[src/rtl/wb_mem_copy.sv]
// +----------------------------------------------------------------------------+
// | wb_mem_copy                                                                |
// | Wishbone classic master copying a block of 32-bit words, read-then-write.  |
// | Revision: 1.0                                                              |
// +----------------------------------------------------------------------------+
`timescale 1ns/1ps
`default_nettype none

module wb_mem_copy #(
  parameter int TIMEOUT = 16
) (
  input  logic        sys_clk,
  input  logic        sys_rst,
  input  logic        start,
  input  logic [29:0] src_adr,
  input  logic [29:0] dst_adr,
  input  logic [15:0] length,
  output logic        busy,
  output logic        done,
  output logic        error,
  output logic [15:0] words_done,
  output logic [29:0] bus_adr,
  output logic [31:0] bus_dat_w,
  input  logic [31:0] bus_dat_r,
  output logic [3:0]  bus_sel,
  output logic        bus_cyc,
  output logic        bus_stb,
  output logic        bus_we,
  output logic [2:0]  bus_cti,
  output logic [1:0]  bus_bte,
  input  logic        bus_ack,
  input  logic        bus_err
);

  typedef enum logic [1:0] {
    S_IDLE = 2'd0,
    S_RD   = 2'd1,
    S_WR   = 2'd2,
    S_DONE = 2'd3
  } state_e;

  localparam logic [9:0] c_tmo_last = 10'(TIMEOUT - 1);
  localparam logic [3:0] c_sel_all  = 4'hF;

  state_e      state_q, state_d;
  logic [29:0] src_q, src_d;
  logic [29:0] dst_q, dst_d;
  logic [15:0] len_q, len_d;
  logic [15:0] words_q, words_d;
  logic [31:0] data_q, data_d;
  logic [9:0]  cnt_q, cnt_d;
  logic        busy_q, busy_d;
  logic        done_q, done_d;
  logic        error_q, error_d;
  logic [29:0] adr_q, adr_d;
  logic [31:0] dat_w_q, dat_w_d;
  logic [3:0]  sel_q, sel_d;
  logic        cyc_q, cyc_d;
  logic        stb_q, stb_d;
  logic        we_q, we_d;

  logic [29:0] w_src_adr;
  logic [29:0] w_dst_adr;
  logic        w_last;

  // Word index doubles as the completed-word count; address sums wrap at 2^30.
  assign w_src_adr = src_q + {14'd0, words_q};
  assign w_dst_adr = dst_q + {14'd0, words_q};
  assign w_last    = (({1'b0, words_q} + 17'd1) == {1'b0, len_q});

  always_ff @(posedge sys_clk or posedge sys_rst) begin
    if (sys_rst) begin
      state_q <= S_IDLE;
      src_q   <= '0;
      dst_q   <= '0;
      len_q   <= '0;
      words_q <= '0;
      data_q  <= '0;
      cnt_q   <= '0;
      busy_q  <= 1'b0;
      done_q  <= 1'b0;
      error_q <= 1'b0;
      adr_q   <= '0;
      dat_w_q <= '0;
      sel_q   <= '0;
      cyc_q   <= 1'b0;
      stb_q   <= 1'b0;
      we_q    <= 1'b0;
    end else begin
      state_q <= state_d;
      src_q   <= src_d;
      dst_q   <= dst_d;
      len_q   <= len_d;
      words_q <= words_d;
      data_q  <= data_d;
      cnt_q   <= cnt_d;
      busy_q  <= busy_d;
      done_q  <= done_d;
      error_q <= error_d;
      adr_q   <= adr_d;
      dat_w_q <= dat_w_d;
      sel_q   <= sel_d;
      cyc_q   <= cyc_d;
      stb_q   <= stb_d;
      we_q    <= we_d;
    end
  end

  always_comb begin
    state_d = state_q;
    src_d   = src_q;
    dst_d   = dst_q;
    len_d   = len_q;
    words_d = words_q;
    data_d  = data_q;
    cnt_d   = cnt_q;
    busy_d  = busy_q & ~done_q;
    done_d  = 1'b0;
    error_d = error_q;
    adr_d   = adr_q;
    dat_w_d = dat_w_q;
    sel_d   = sel_q;
    cyc_d   = cyc_q;
    stb_d   = stb_q;
    we_d    = we_q;

    case (state_q)
      S_IDLE: begin
        // busy_q still covers the done cycle, so a start there is dropped.
        if (start && !busy_q) begin
          src_d   = src_adr;
          dst_d   = dst_adr;
          len_d   = length;
          words_d = '0;
          error_d = 1'b0;
          busy_d  = 1'b1;
          if (length == 16'd0) begin
            done_d = 1'b1;
          end else begin
            state_d = S_RD;
            cyc_d   = 1'b1;
            stb_d   = 1'b1;
            we_d    = 1'b0;
            sel_d   = c_sel_all;
            adr_d   = src_adr;
            cnt_d   = '0;
          end
        end
      end

      S_RD, S_WR: begin
        if (!cyc_q) begin
          // Idle gap cycle after the previous access: issue the next request.
          cyc_d = 1'b1;
          stb_d = 1'b1;
          sel_d = c_sel_all;
          cnt_d = '0;
          we_d  = (state_q == S_WR);
          adr_d = (state_q == S_WR) ? w_dst_adr : w_src_adr;
          if (state_q == S_WR) begin
            dat_w_d = data_q;
          end
        end else if (bus_err || (!bus_ack && (cnt_q == c_tmo_last))) begin
          error_d = 1'b1;
          cyc_d   = 1'b0;
          stb_d   = 1'b0;
          we_d    = 1'b0;
          sel_d   = '0;
          state_d = S_DONE;
        end else if (bus_ack) begin
          cyc_d = 1'b0;
          stb_d = 1'b0;
          we_d  = 1'b0;
          sel_d = '0;
          if (state_q == S_RD) begin
            data_d  = bus_dat_r;
            state_d = S_WR;
          end else begin
            words_d = words_q + 16'd1;
            state_d = w_last ? S_DONE : S_RD;
          end
        end else begin
          cnt_d = cnt_q + 10'd1;
        end
      end

      S_DONE: begin
        done_d  = 1'b1;
        state_d = S_IDLE;
      end

      default: begin
        state_d = S_IDLE;
      end
    endcase
  end

  assign busy       = busy_q;
  assign done       = done_q;
  assign error      = error_q;
  assign words_done = words_q;
  assign bus_adr    = adr_q;
  assign bus_dat_w  = dat_w_q;
  assign bus_sel    = sel_q;
  assign bus_cyc    = cyc_q;
  assign bus_stb    = stb_q;
  assign bus_we     = we_q;
  assign bus_cti    = 3'b000;
  assign bus_bte    = 2'b00;

endmodule

`default_nettype wire

[config.mk]
export PLATFORM = sky130hd
export DESIGN_NAME = wb_mem_copy
export DESIGN_NICKNAME = d
export VERILOG_FILES = /design/src/rtl/wb_mem_copy.sv
export SDC_FILE = /design/constraint.sdc
export NUM_CORES = 1
export LEC_CHECK = 0
export CAP_MARGIN = 30
export CORE_UTILIZATION = 57
export DETAILED_ROUTE_END_ITERATION = 10
export GPL_TIMING_DRIVEN = 0
export PLACE_DENSITY = 0.85
export SLEW_MARGIN = 15
export SYNTH_ARGS = -nofsm -noshare
export SYNTH_HDL_FRONTEND = slang
export SYNTH_SLANG_ARGS = --single-unit
[constraint.sdc]
create_clock -name sys_clk -period 10.7 [get_ports sys_clk]
set_input_delay 1.07 -clock sys_clk [delete_from_list [all_inputs] [get_ports sys_clk]]
set_output_delay 1.07 -clock sys_clk [all_outputs]
set_load 0.02 [all_outputs]
==> reports/metrics.cfg <==
[outcome]
status = finished, final reports clean

[clocking]
cts_buffer_depth = 3
post_cts_buffers = 0
path_clk_slew_ns = 0.06
cts_sinks = 204
cts_tree = yes
cts_htree_levels = 1
clkLatencyLatePin_ns = 0.51
postCtsHoldBufs = 0
cts_resized = 0
numCtsBuffers = 22
cts_root_buf = clkbuf_16

[synthesis]
async_reset_ff_share_pct = 100
yosysWarningCount = 0
synth_cell_types = 68
yosysSeqAreaShare_pct = 48.5
synth-main-ff-cell = dfrtp_1
synth-edff-count = 0
synth_commonest_cells = dfrtp_1, mux2_2, nand2_1
synth_cells = 966
yosysMostFrequentCell = dfrtp_1
synth_area_um2 = 10500
ys_seq_elements = 204
synth_top_cell_area_share_pct = 48.5
avgSynthCellArea_um2 = 10.9
synth_top_cell_by_area = dfrtp_1
synth.area.top_cells = dfrtp_1, mux2_2, a21oi_1

[place]
dpl-instance-area_um2 = 12900
place_congestion = 0.935
hpwl_um = 20300
place_ws_ns = 5.40
io_buffers = 200

[critical_path]
max_stage_delay_ns = 0.52
cp.required_ns = 11.12
cp_cell_sequence = inv_1 > ha_1 > buf_2 > buf_2 > buf_1 > buf_2 > buf_2 > mux2_2 > ha_1 > o211a_1 > o21a_1 > o41a_1 > a211oi_2 > o22ai_1 > nand2_1 > mux2_1 > o21ai_1
worst_path_max_delay_cell = buf_1
path_buf_inv = 6
r2r_cells = 17
critical_path_depth = 17
crit_path_start_kind = flop
critPathMaxFanout = 10
crit_family = buffers and inverters
critPathKind = reg2reg
arrival_ns = 5.88
cp_common_cell = buf_2
endpoint_kind = flop

[detailed_routing]
first_pass_iters = 5
drc = 0
dr_total_vias = 8716
dr_wl_met2_um = 13700
wl_met3_um = 2400
via_per_inst = 6.05
drt-met1-wl_um = 11300
first_iter_violations = 743
drtAntennaViolNets = 0
wl_per_cell_um = 19.7
drt_wl_total_um = 28400
routed.top_layer = met4

[die]
die-area_um2 = 19000
die_height_um = 138
io_pins = 206
die_x_um = 138
rows = 49
coreArea_um2 = 18000
initial_core_util_pct = 58.4

[worst_hold_path]
hold_path_class = reg2reg
holdPathStages = 1

[sta]
fin_crit_sh_pct = 51.0
timing.setup.tns_ns = 0
finalCriticalPeriod_ns = 5.46
relSlewSlack_pct = 37.2
setup_viol = 0
finalWorstSetupSlack_ns = 5.24
maxSlewViolCount = 0
hold_viol_final = 0
worstMarginPinSlew_ns = 0.943
max_freq_mhz = 183
skew_ns = 0.0151
rsz0062_at_grt = false

[global_routing]
grt_usage_pct = 30.3
grt_pass1_wl_um = 44500
grt_max_degree = 83
antenna_found_initial = 0
grt_pass1_vias = 8766
overflow = 0

[finish]
area_growth_pct = 29.9
final_util_pct = 75.9
drive_above_1_share_pct = 18.3
nets = 1333
stdcell_area_um2 = 13700
fillCellCount = 1195

[power]
vdd_drop_max_mv = 0.119
p_per_area_nw_per_um2 = 123
power_uw = 1690
leakage_uw = 0.00625

[job]
max_cap_viol_count = 0

## registers in the layout (all words and copies together), names as in the netlist
signal / flops
bus_adr: 30
bus_cyc: 1
bus_dat_w: 32
bus_sel: 1
bus_we: 1
busy: 1
cnt_q: 10
data_q: 32
done: 1
dst_q: 30
error: 1
len_q: 16
src_q: 30
state_q: 2
words_done: 16
## placed cells by master, fill, tap and decap left out, types with 4 or more instances in the layout
cell | netlist | routed
a21o_1 | 5 | 5
a21oi_1 | 59 | 59
a31oi_1 | 9 | 9
a32oi_1 | 5 | 5
and2_1 | 6 | 6
and3_1 | 16 | 16
buf_1 | 4 | 4
buf_2 | 7 | 7
buf_4 | 10 | 10
clkbuf_1 | 37 | 38
clkbuf_16 | 0 | 23
clkbuf_8 | 0 | 6
clkdlybuf4s50_1 | 0 | 200
clkinv_2 | 0 | 6
conb_1 | 1 | 5
dfrtp_1 | 204 | 204
ha_1 | 23 | 23
inv_1 | 16 | 15
mux2_2 | 157 | 157
mux2i_1 | 16 | 16
nand2_1 | 62 | 62
nand2b_1 | 13 | 13
nand3_1 | 25 | 25
nand4_1 | 8 | 8
nor2_1 | 57 | 57
nor2b_1 | 17 | 17
nor3_1 | 7 | 7
nor4_1 | 8 | 8
o21a_1 | 6 | 6
o21ai_0 | 59 | 59
o21ai_1 | 12 | 12
o221ai_1 | 4 | 4
o31ai_1 | 14 | 14
xnor2_1 | 24 | 24
xor2_1 | 15 | 15
## stage by stage
step | instances | hold WS, ns
CTS | 1440 | 0.465
finish | 1441 | 0.474
detailed placement | 1401 | 0.463
global placement | 1399 | 0.431
global route | 1440 | 0.477
floorplan | 970 | 0.452
## metal layers
metal | global-route usage [%] | vias up
met5 | 0 | -
met4 | 12.7 | 0
met3 | 7.42 | 76
met2 | 50.0 | 434
met1 | 38.0 | 4262
li1 | - | 3944
## power breakdown
part,switching [uW],internal [uW]
sequential,5.42,774
combinational,44.0,53.1
clock,307,503
total,357,1330
## kinds of logic after synthesis
logic type | Yosys count | synth area share, %
flops | 204 | 48.5
xor+xnor | 39 | 3.24
mux | 174 | 18.4
simple gates | 233 | 10.9
other cells | 1 | 0.0356
compound gates | 217 | 12.9
fa+ha+maj | 24 | 2.92
buf+inv | 74 | 3.08
## layout make-up
type / instances / area (um2) / area share, %
multi-input cells: 692 / 5110 / 37.4
flip-flops and latches: 204 / 5100 / 37.3
repair buffers: 202 / 2060 / 15.0
clock buffers: 30 / 662 / 4.84
well taps: 229 / 287 / 2.09
plain buffers: 58 / 264 / 1.93
clock inverters: 9 / 120 / 0.878
inverters: 16 / 67.6 / 0.494
diodes: 1 / 2.50 / 0.0183
## path summary, 6_finish.rpt
kind	from	endpoint	slack, ns
worst max-delay path	state_q[0]	bus_adr[27]	5.24
worst min-delay path	done	busy	0.47
worst max register to register	state_q[0]	bus_adr[27]	5.24
worst min register to register	done	busy	0.47
max in group asynchronous	sys_rst	dst_q[20]	8.62
min in group asynchronous	sys_rst	bus_dat_w[21]	0.99
(Power assumes the default switching activity.)
